==> src/rtl/ram_rd_check.sv <==
// Read-back checker for the 256 x 8 test RAM: walks addresses 0..255 at a paced rate,
// expects data == address, and reports error count, first failing address and pass/fail.
//
// state | meaning
// IDLE  | waiting for start; results of the last run are held
// PACE  | pacing delay of PACE_MAX+1 cycles before each read
// ISSUE | one-cycle read strobe for rd_addr
// WAIT  | RAM latency beyond the first cycle (RD_LAT-1 cycles)
// CHECK | compare returned word with the address, advance or finish
// DONE  | one-cycle completion pulse with pass result

module ram_rd_check #(
  parameter int RD_LAT   = 1,
  parameter int PACE_MAX = 9
) (
  input  logic       clk,
  input  logic       rst_n,
  input  logic       start,
  input  logic       abort,
  input  logic [7:0] rd_data,
  output logic       rd_en,
  output logic [7:0] rd_addr,
  output logic       busy,
  output logic       done,
  output logic       pass,
  output logic       err_flag,
  output logic [8:0] err_cnt,
  output logic [7:0] first_err_addr
);

  localparam int PACE_W = (PACE_MAX > 0) ? $clog2(PACE_MAX + 1) : 1;
  localparam logic [PACE_W-1:0] PACE_TC = PACE_W'(PACE_MAX);
  localparam logic [1:0] WAIT_LOAD = 2'((RD_LAT > 1) ? RD_LAT - 2 : 0);

  typedef enum logic [2:0] {
    ST_IDLE,
    ST_PACE,
    ST_ISSUE,
    ST_WAIT,
    ST_CHECK,
    ST_DONE
  } state_t;

  state_t state;
  logic [PACE_W-1:0] pace_cnt;
  logic [1:0] wait_cnt;
  logic mismatch;

  assign mismatch = (rd_data != rd_addr);

  always_ff @(posedge clk or negedge rst_n) begin
    if (!rst_n) begin
      state          <= ST_IDLE;
      pace_cnt       <= '0;
      wait_cnt       <= '0;
      rd_en          <= 1'b0;
      rd_addr        <= '0;
      busy           <= 1'b0;
      done           <= 1'b0;
      pass           <= 1'b0;
      err_flag       <= 1'b0;
      err_cnt        <= '0;
      first_err_addr <= '0;
    end else begin
      rd_en <= 1'b0;
      done  <= 1'b0;
      // abort leaves partial error results visible but never reports pass
      if (abort && state != ST_IDLE) begin
        state    <= ST_IDLE;
        busy     <= 1'b0;
        pace_cnt <= '0;
        wait_cnt <= '0;
      end else begin
        case (state)
          ST_IDLE: begin
            if (start && !abort) begin
              state          <= ST_PACE;
              busy           <= 1'b1;
              pace_cnt       <= '0;
              rd_addr        <= '0;
              err_cnt        <= '0;
              err_flag       <= 1'b0;
              first_err_addr <= '0;
              pass           <= 1'b0;
            end
          end
          ST_PACE: begin
            if (pace_cnt == PACE_TC) begin
              pace_cnt <= '0;
              state    <= ST_ISSUE;
              rd_en    <= 1'b1;
            end else begin
              pace_cnt <= pace_cnt + 1'b1;
            end
          end
          ST_ISSUE: begin
            if (RD_LAT > 1) begin
              state    <= ST_WAIT;
              wait_cnt <= WAIT_LOAD;
            end else begin
              state <= ST_CHECK;
            end
          end
          ST_WAIT: begin
            if (wait_cnt == 2'd0) state <= ST_CHECK;
            else wait_cnt <= wait_cnt - 1'b1;
          end
          ST_CHECK: begin
            if (mismatch) begin
              err_cnt <= err_cnt + 9'd1;
              if (!err_flag) begin
                first_err_addr <= rd_addr;
                err_flag       <= 1'b1;
              end
            end
            // address 255 is terminal, so rd_addr never wraps
            if (rd_addr == 8'hFF) begin
              state <= ST_DONE;
              busy  <= 1'b0;
              done  <= 1'b1;
              pass  <= !(err_flag || mismatch);
            end else begin
              rd_addr <= rd_addr + 8'd1;
              state   <= ST_PACE;
            end
          end
          ST_DONE: state <= ST_IDLE;
          default: state <= ST_IDLE;
        endcase
      end
    end
  end

endmodule

==> config.mk <==
export PLATFORM = sky130hd
export DESIGN_NAME = ram_rd_check
export DESIGN_NICKNAME = d
export VERILOG_FILES = /design/src/rtl/ram_rd_check.sv
export SDC_FILE = /design/constraint.sdc
export NUM_CORES = 1
export LEC_CHECK = 0
export ABC_AREA = 1
export BUFFER_PORTS_ARGS = -buffer_cell sky130_fd_sc_hd__buf_2
export CORE_MARGIN = 2
export CORE_UTILIZATION = 40
export DETAILED_ROUTE_END_ITERATION = 8
export PLACE_DENSITY = 0.69
export SLEW_MARGIN = 15
export SYNTH_ARGS = -nofsm -noshare
export SYNTH_HDL_FRONTEND = slang
export SYNTH_SLANG_ARGS = --single-unit
==> constraint.sdc <==
create_clock -name clk -period 1.3 [get_ports clk]
set_input_delay 0.13 -clock clk [delete_from_list [all_inputs] [get_ports clk]]
set_output_delay 0.13 -clock clk [all_outputs]
set_load 0.01 [all_outputs]
# Word level (Yosys, flattened, before mapping)
# Cells that the tools add are included.
# Widths: inputs -> output; s select.
dict set report totals {
  regBits 39
  latchBits 0
  mem_bits_rw 0
  mem_bits_ro 0
  in_bits 12
  output_inout_bits 30
  elab_cells 90
  n_memories 0
}
dict set report op_classes {
  add_sub_neg 4
  multipliers 0
  div_mod_pow 0
  n_lt_le_gt_ge 0
  n_eq_ne 17
  shifts 0
  n_mux 37
  bitwise_logic 1
  reduce_logical 20
}
# op n
set op_table {}
lappend op_table {{$mux 8} 4}
lappend op_table {{$pmux 8 s2} 2}
lappend op_table {{$mux 9} 2}
lappend op_table {{$pmux 9 s2} 1}
lappend op_table {{$mux 3} 5}
lappend op_table {{$pmux 3 s5} 1}
lappend op_table {{$mux 1} 12}
lappend op_table {{$mux 4} 3}
lappend op_table {{$ne 2x2->1 const B} 6}
lappend op_table {{$ne 3x3->1 const B} 4}
lappend op_table {{$reduce_and 4->1} 3}
lappend op_table {{$add 9x1->9 const B} 1}
lappend op_table {{$reduce_bool 3->1} 3}
lappend op_table {{$add 8x1->8 const B} 1}
lappend op_table {{$eq 8x8->1 const B} 1}
lappend op_table {{$ne 8x8->1} 1}
lappend op_table {{$pmux 4 s2} 1}
lappend op_table {{$eq 3x2->1 const B} 2}
lappend op_table {{$mux 2} 3}
lappend op_table {{$pmux 1 s2} 3}
lappend op_table {{$reduce_and 3->1} 2}
lappend op_table {{$reduce_and 5->1} 1}
lappend op_table {{$add 4x1->4 const B} 1}
lappend op_table {{$eq 4x4->1 const B} 1}
lappend op_table {{11 further kinds} 15}

# Depth between registers and ports, before layout
# Gate-level depths: netlist of the first run.
dict set report logic_depth {
  depth_word 5
  mapped_depth 11
  ltp_nobuf 10
}

# Worst setup path after synthesis of the first run
# Ideal clock, no wire load.
dict set report synth_path {
  path_kind {register -> register}
  from {register rd_addr[3]}
  to {register first_err_addr[0]}
  setup_ns 0.117
  arrival_ns 1.314
  t_required_ns 1.183
  setup_slack_ns -0.130
  path_stages_with_launch 9
  n_path_buf 2
  synth_period_minus_slack_ns 1.430
  cell_sequence {dfrtp_1 > buf_4 > xnor2_1 > inv_1 > nor2_4 > nand3_4 > buf_6 > nand3_1 > nand2_1}
}
dict set report synth_via {
  elab_chain_cells 3
}
# element line_no
set synth_rtl {}
lappend synth_rtl {{start, declared} 22} ;# output logic [7:0] rd_addr,
lappend synth_rtl {{start signal, assigned} 123} ;# rd_addr <= rd_addr + 8'd1;
lappend synth_rtl {{$ne 8x8->1} 49} ;# assign mismatch = (rd_data != rd_addr);
lappend synth_rtl {{$ne 2x2->1 (no line)} -}
lappend synth_rtl {{$reduce_and 5->1 (no line)} -}
lappend synth_rtl {{end signal, assigned} 112} ;# first_err_addr <= rd_addr;
lappend synth_rtl {{end, declared} 28} ;# output logic [7:0] first_err_addr
# No other way between the ends.
# A chain may end at the register's enable or synchronous reset.

# Final worst setup path of the first run
dict set report layout_path {
  from {register state[1]}
  to {register first_err_addr[7]}
}
dict set report layout_via {
  elab_chain_cells 4
  word_cells_on_any_way 11
  classes_between {4 x eq/ne; 1 x mux; 1 x bitwise; 5 x reduce/logical}
}
# element line_no
set layout_rtl {}
lappend layout_rtl {{start, declared} 44} ;# state_t state;
lappend layout_rtl {{start signal, assigned} 53} ;# state <= ST_IDLE;
lappend layout_rtl {{start signal, assigned} 69} ;# state <= ST_IDLE;
lappend layout_rtl {{start signal, assigned} 77} ;# state <= ST_PACE;
lappend layout_rtl {{branches (longest 4 deep; another with $reduce_and 5->1)} -}
# Several ways; the timed one is not identified.

==> results of run 1 <==
## cell type report
class                      count  area, sq um  share of cell area
inverter                      50          191              0.0554
multi-input combinational    235         1420               0.412
clock inverter                 3         43.8              0.0127
sequential                    39          980               0.284
clock buffer                   5         68.8              0.0199
tap                           75         93.8              0.0272
timing repair buffer          98          654               0.189
## cell usage after synthesis (all sizes together), types with 2 or more instances
cell type  number  area share
xor2            4       0.015
clkbuf          2      0.0032
xnor2           4       0.015
buf             4       0.017
ha              3       0.016
or2             4       0.013
dfrtp          39        0.41
nand2         113        0.20
nand4           7       0.018
o21ai          18       0.038
inv            48       0.076
nor2           30       0.058
clkinv          2      0.0037
nand3          42       0.098
a21oi           3       0.011
## worst register-to-register path: cells and delay by family (launching register included)
family	cells	cell delay (ps)
and+or+nand+nor	5	660
DFF	1	420
AOI/OAI and AO/OA	1	230
buffers and inverters	1	150
## where the power goes
group	switching, W	leakage, nW	total [W]	internal [W]
logic	0.000240	1.26	0.000394	0.000154
registers	0.0000240	0.535	0.00127	0.00124
clock network	0.000477	0.0581	0.00105	0.000572
total	0.000741	1.85	0.00271	0.00197
## logic make-up (layout without fill, tap and decap cells)
family,count (synthesis),after routing
xor gates and xnor gates,8,8
and+or+nand+nor,199,202
buffers and inverters,56,156
AOI/OAI and AO/OA,22,22
DFF,39,39
adders and majority gates,3,3
## state kept, by name, indices dropped and copies added, names as in the netlist
signal and cells:
busy 1, done 1, err_cnt 9, err_flag 1, first_err_addr 8, pace_cnt 4, pass 1, rd_addr 8
rd_en 1, state 3, wait_cnt 2
## metal layers
| layer | GRT usage | wire [um] | vias to the layer above | share of wire |
|---|---|---|---|---|
| li1 | - | - | 1232 | - |
| met1 | 0.253 | 2960 | 1179 | 0.44 |
| met2 | 0.366 | 3410 | 63 | 0.51 |
| met3 | 0.0378 | 285 | 9 | 0.042 |
| met4 | 0.0695 | 74 | 0 | 0.011 |
| met5 | 0 | 0 | - | 0 |
## final timing paths
path                       cells after the start  slack, ps         startpoint           endpoint
min in group asynchronous                      2        270              rst_n         rd_addr[4]
hold reg to reg                                2        470  first_err_addr[0]  first_err_addr[0]
setup / recovery                               7       -200           state[1]  first_err_addr[7]
hold / removal                                 2         90              abort               done
setup reg to reg                               7       -200           state[1]  first_err_addr[7]
max in group asynchronous                      3        490              rst_n           state[2]
## per-stage QoR
| stage | cells | hold WS, ps | power, W | util | instance area [sq um] |
|---|---|---|---|---|---|
| 4_1_cts | 499 | 81.3 | 0.00268 | 0.568 | 3300 |
| 2_1_floorplan | 327 | -166 | 0.00145 | - | 2410 |
| 3_3_place_gp | 485 | 64.8 | 0.00157 | 0.518 | 3010 |
| 5_1_grt | 505 | 100 | 0.00282 | 0.594 | 3450 |
| 3_5_place_dp | 485 | 76.9 | 0.00158 | 0.518 | 3010 |
| 6_report | 505 | 86.4 | 0.00271 | 0.594 | 3450 |
## repair_timing
action                                 in CTS  in global routing
setup buffers                               3                  8
gates cloned                                2                  1
endpoints found under the hold margin      14                  0
setup endpoints to repair                  37                 39
gates resized for setup                    27                 33
pin swaps                                  15                  9
hold buffers                                1                  0
==> summary.txt, run 1 <==
Drt
  – WL per Instance: 13.3 um
  – # DRC: 0
  – Detailed Routing Iterations Pass 1: 4
  – Total Wirelength: 6740 um
  – Via Count: 2,483
  – Initial drt markers: 120
  – Antenna Nets Post-Route: 0
  – Via-per-instance ratio: 4.92

Clock network
  – CTS Sinks: 39
  – Clk pin slew, worst setup/hold paths: 80 ps
  – Clk_lat worst skew: 300 ps
  – H-tree levels: 2
  – CTS tree: done
  – TritonCTS Buffers: 5
  – Max clock buf depth: 2
  – Clk root buf: clkbuf_8

Global routing
  – Largest net degree at the start of global routing: 17
  – Vias in the first global route: 2,333
  – Grt total ovfl: 0
  – First-pass GRT wire length: 10,600 um
  – GRT Util Overall: 0.207
  – Initial antenna violation count: 0

Worst setup path
  – CP max stage cell: dfrtp_1
  – Critical path's top delay family: simple AND/OR/NAND/NOR gates
  – Worst-path maximum fanout: 5
  – Setup CP Type: reg2reg
  – Crit-path cells: nor2_2 -> nand2_4 -> or2_4 -> a21oi_4 -> buf_4 -> nand3_1 -> nand2_1
  – Crit path required time: 1540 ps
  – Crit path launch type: flip-flop
  – Crit path largest cell delay: 420 ps
  – Worst setup EP type: flip-flop
  – Worst path bufs/invs: 1
  – Worst EP arrival: 1750 ps

Pwr
  – Max VDD drop: 476 uV
  – Leak: 1.85 nW
  – Pwr dens: 784 nW/um^2

Finish
  – Layout cells sized above 1: 0.407
  – Antenna Cells: 0
  – Most common cell after layout, fill and taps aside: nand2_1
  – NumNets Final: 444
  – Area grow syn2layout: 45.4%
  – Fill cells: 531
  – Most frequent cells in the layout: 91 x nand2_1, 51 x buf_4, 42 x inv_1

STA
  – Setup TNS Final: -4980 ps
  – Worst slew pin tran: 397 ps
  – Tcrit/Tclk final: 1.16
  – Final setup vio count: 35
  – Setup repair after global routing missed its margin: true
  – Setup ws final: -205 ps
  – Final Max Slew Viols: 0
  – Tmin final: 1500 ps
  – Slew margin rel.: 0.735
  – Fmax: 0.664 GHz
  – Final Hold Violating Endpoints: 0
  – Layout Skew: 4.83 ps

Floorplanning
  – Die X: 81.1 um
  – I/O Pins: 42
  – Core area: 5820 sq um
  – Row cnt: 28
  – Initial Utilization: 0.409
  – Die height: 81.1 um
  – Die area: 6570 sq um

Place
  – Port-buffer cells: 41
  – GPL Wtd Cong: 0.811
  – Dpl hpwl: 4480 um
  – Dpl ws: -204 ps

Synth
  – Post-Synth Simple-Gate Area: 0.392
  – Post-synth EDFFs: 0
  – Mean Syn Cell Area: 7.27 sq um
  – Adder-cell share of the synthesized area: 0.0158
  – Synth Area in Compound Gates: 0.0516
  – Post-synthesis mux area share: 0
  – Xor/xnor share of the synthesized area: 0.0295
  – Seq/Total Area, Yosys: 0.411
  – Fraction of registers with async set or reset after synthesis: 1.00
  – Synth cell types: 30
  – Main combinational cell family by area after synthesis: simple AND/OR/NAND/NOR gates
  – Ys Warns: 0
  – Syn nets: 342
  – Synth Flop Type: dfrtp_1
  – Yosys reg bits: 39
  – Gate Count Post-Synth: 327
  – Mapped Area: 2380 sq um

Status
  – Status: complete, but fails checks
  – Failing checks: negative setup slack

Worst hold path
  – Hold Crit Class: in2reg

Job
  – Max-Cap Viols: 0
No activity file was read; power rests on OpenSTA's default activity.
==> run 2, diff against run 1 <==
--- a/config.mk
+++ b/config.mk
@@ -11,6 +11,7 @@
 export CORE_UTILIZATION = 40
 export DETAILED_ROUTE_END_ITERATION = 8
 export PLACE_DENSITY = 0.69
+export SKIP_LAST_GASP = 1
 export SLEW_MARGIN = 15
 export SYNTH_ARGS = -nofsm -noshare
 export SYNTH_HDL_FRONTEND = slang
==> run 2 against run 1 <==
Effect of this change: the run still ends with negative setup slack left; critical path depth unchanged; clock skew rose by 1.4 ps; die area is the same; worst hold slack got worse by 1.6 ps; via count rose by 0.77%; routed wire length shrank 0.86%; worst setup slack worse by 3.2 ps; global-route usage stayed put; clock-buffer cell count is the same; register-to-register slack about the same; maximum frequency decreased by 0.21%; critical path type unchanged; critical endpoint unchanged; highest routed layer unchanged.
==> summary.txt, run 2 (synthesis results as in run 1) <==
Worst setup path
  – Crit-path cells: nor2_2 -> nand2_4 -> or2_4 -> a21oi_4 -> buf_4 -> nand3_1 -> nand2_1
  – Crit path launch type: flip-flop
  – Crit path required time: 1540 ps (about the same)
  – Worst path bufs/invs: 1 (unchanged)
  – Crit path largest cell delay: 420 ps (about the same)
  – Worst setup EP type: flip-flop
  – Worst EP arrival: 1750 ps (about the same)
  – Setup CP Type: reg2reg
  – Critical path's top delay family: simple AND/OR/NAND/NOR gates
  – CP max stage cell: dfrtp_1
  – Worst-path maximum fanout: 5 (unchanged)

Finish
  – Area grow syn2layout: 44.5%
  – Post-Layout Cell Count: 505 (unchanged)
  – NumNets Final: 444 (unchanged)
  – Largest register FFs: 9 (unchanged)
  – Post-Route Utilization: 0.591 (-0.00344)
  – Register Area: 980 sq um (unchanged)
  – Most common cell after layout, fill and taps aside: nand2_1
  – Antenna Cells: 0 (unchanged)
  – Fill cells: 532 (+0.19%)
  – Layout cells sized above 1: 0.395 (-0.0116)
  – Multi-input gate area: 1410 sq um (-1.1%)
  – Most flop-heavy register: err_cnt
  – Most frequent cells in the layout: 92 x nand2_1, 52 x buf_4, 43 x inv_1
  – Largest registers: err_cnt (9), first_err_addr (8), rd_addr (8)
  – Finished Cell Area: 3430 sq um (-0.58%)

Status
  – Failing checks: negative setup slack
  – Status: complete, but fails checks

Global routing
  – First-pass GRT wire length: 10,600 um (unchanged)
  – Initial antenna violation count: 0 (unchanged)
  – Vias in the first global route: 2,333 (unchanged)
  – Grt total ovfl: 0 (unchanged)
  – Largest net degree at the start of global routing: 17 (unchanged)
  – GRT Util Overall: 0.207 (unchanged)

Clock network
  – Clk root buf: clkbuf_8
  – Max clock buf depth: 2 (unchanged)
  – H-tree levels: 2 (unchanged)
  – Clk_lat worst skew: 300 ps (about the same)
  – TritonCTS Buffers: 5 (unchanged)
  – Clk pin slew, worst setup/hold paths: 90 ps (about the same)
  – CTS Sinks: 39 (unchanged)
  – CTS tree: done

Place
  – GPL Wtd Cong: 0.811 (unchanged)
  – Cells after DPL: 485 (unchanged)
  – Port-buffer cells: 41 (unchanged)
  – Placed cell area: 3010 sq um (unchanged)
  – Dpl hpwl: 4480 um (unchanged)

STA
  – Layout Skew: 6.24 ps (+1.42 ps)
  – Worst slew pin tran: 402 ps (+4.67 ps)
  – Final Hold Violating Endpoints: 0 (unchanged)
  – Final setup vio count: 35 (unchanged)
  – Tmin final: 1510 ps (+3.21 ps)
  – Setup ws final: -208 ps (-3.21 ps)
  – Final Max Slew Viols: 0 (unchanged)
  – Hold_ws: 84.8 ps (-1.62 ps)
  – Tcrit/Tclk final: 1.16 (+0.00247)
  – Fmax: 0.663 GHz (-0.21%)
  – Setup repair after global routing missed its margin: true
  – Slew margin rel.: 0.732 (-0.00311)

Floorplanning
  – Die height: 81.1 um (unchanged)
  – Core area: 5820 sq um (unchanged)
  – Die X: 81.1 um (unchanged)
  – Initial Utilization: 0.409 (unchanged)
  – Die area: 6570 sq um (unchanged)
  – Row cnt: 28 (unchanged)
  – I/O Pins: 42 (unchanged)

Drt
  – Highest Signal Layer: met4
  – # DRC: 0 (unchanged)
  – WL per Instance: 13.2 um (-0.86%)
  – Detailed Routing Iterations Pass 1: 4 (unchanged)
  – Via Count: 2,502 (+0.77%)
  – Antenna Nets Post-Route: 0 (unchanged)
  – Total Wirelength: 6680 um (-0.86%)
  – Via-per-instance ratio: 4.95 (+0.77%)
  – WL met3: 343 um (+20%)
  – Initial drt markers: 119 (-0.83%)
  – Met2 wire len: 3410 um (unchanged)
  – WL met1: 2840 um (-4.3%)

Pwr
  – Int Power: 0.00197 W (about the same)
  – Overall power: 0.00271 W (about the same)
  – Psw: 0.000739 W (-0.30%)
  – Clock Power Share: 0.388 (about the same)
  – Leak: 1.84 nW (-0.25%)
  – Sequential share of power: 0.468 (about the same)
  – Switching fraction of total power: 0.273 (-0.000558)
  – Max VDD drop: 476 uV (+0.13%)
  – Pwr dens: 788 nW/um^2 (+0.49%)
  – Combinational Power Share: 0.144 (about the same)

Worst hold path
  – Hold Crit Class: in2reg

Job
  – Max-Cap Viols: 0 (unchanged)
==> run 2: changes by cell type in the layout (fill, tap and decap cells not counted) <==
| cell | delta |
|---|---|
| o22ai_2 | -1 |
| nand3_1 | +1 |
| nor2_1 | +1 |
| o22ai_1 | +1 |
| nand3_2 | -1 |
| buf_6 | -1 |
| inv_2 | -1 |
| inv_1 | +1 |
| nor2_2 | -1 |
| nand2_1 | +1 |
| nand2_2 | -1 |
| buf_4 | +1 |
==> run 2: power groups by stage <==
stage	sequential, W	clock, W	combinational (W)
2_1_floorplan	0.00129	0	0.000160
3_3_place_gp	0.00129	0	0.000285
3_5_place_dp	0.00129	0	0.000296
4_1_cts	0.00127	0.00106	0.000355
5_1_grt	0.00127	0.00111	0.000431
6_report	0.00127	0.00105	0.000390
==> run 2: worst register-to-register path, cell delays in order (launching register included) <==
cell and delay, ps:
dfrtp_1 420, nor2_2 170, nand2_4 70, or2_4 250, a21oi_4 230, buf_4 150, nand3_1 80, nand2_1 80
==> run 2: metrics by stage <==
step           worst slack [ps]  setup TNS, ps
2_1_floorplan              -113          -2080
3_3_place_gp               -155          -3460
3_5_place_dp               -204          -4760
4_1_cts                    -182          -4490
5_1_grt                    -300          -8540
6_report                   -208          -4930
==> run 2: timing repair <==
action                                  4_1_cts  5_1_grt
endpoints found under the setup margin       37       39
cloned                                        2        1
endpoints found under the hold margin        14        0
buffers inserted                              3        8
hold buffers                                  1        0
pin swaps                                    15        9
resized for setup                            27       27
==> run 2: final cells by class <==
cell class              instances  share of cell area
multi-input cells             235               0.409
flip-flops and latches         39               0.285
repair buffers                 98               0.189
inverters                      50              0.0557
well taps                      75              0.0273
clock buffers                   5              0.0200
clock inverters                 3              0.0128
==> run 2: routing by layer <==
metal / track usage / vias up
met1: 0.253 / 1170
met4: 0.0695 / 0
met5: 0 / -
met3: 0.0378 / 12
li1: - / 1235
met2: 0.366 / 85
==> run 2: worst paths after layout <==
check,start,slack [ps],endpoint,cells past startpoint
setup / recovery,state[1],-210,first_err_addr[7],7
hold reg to reg,first_err_addr[0],470,first_err_addr[0],2
max in group asynchronous,rst_n,480,state[2],3
hold / removal,abort,80,done,2
setup reg to reg,state[1],-210,first_err_addr[7],7
min in group asynchronous,rst_n,270,rd_addr[4],2
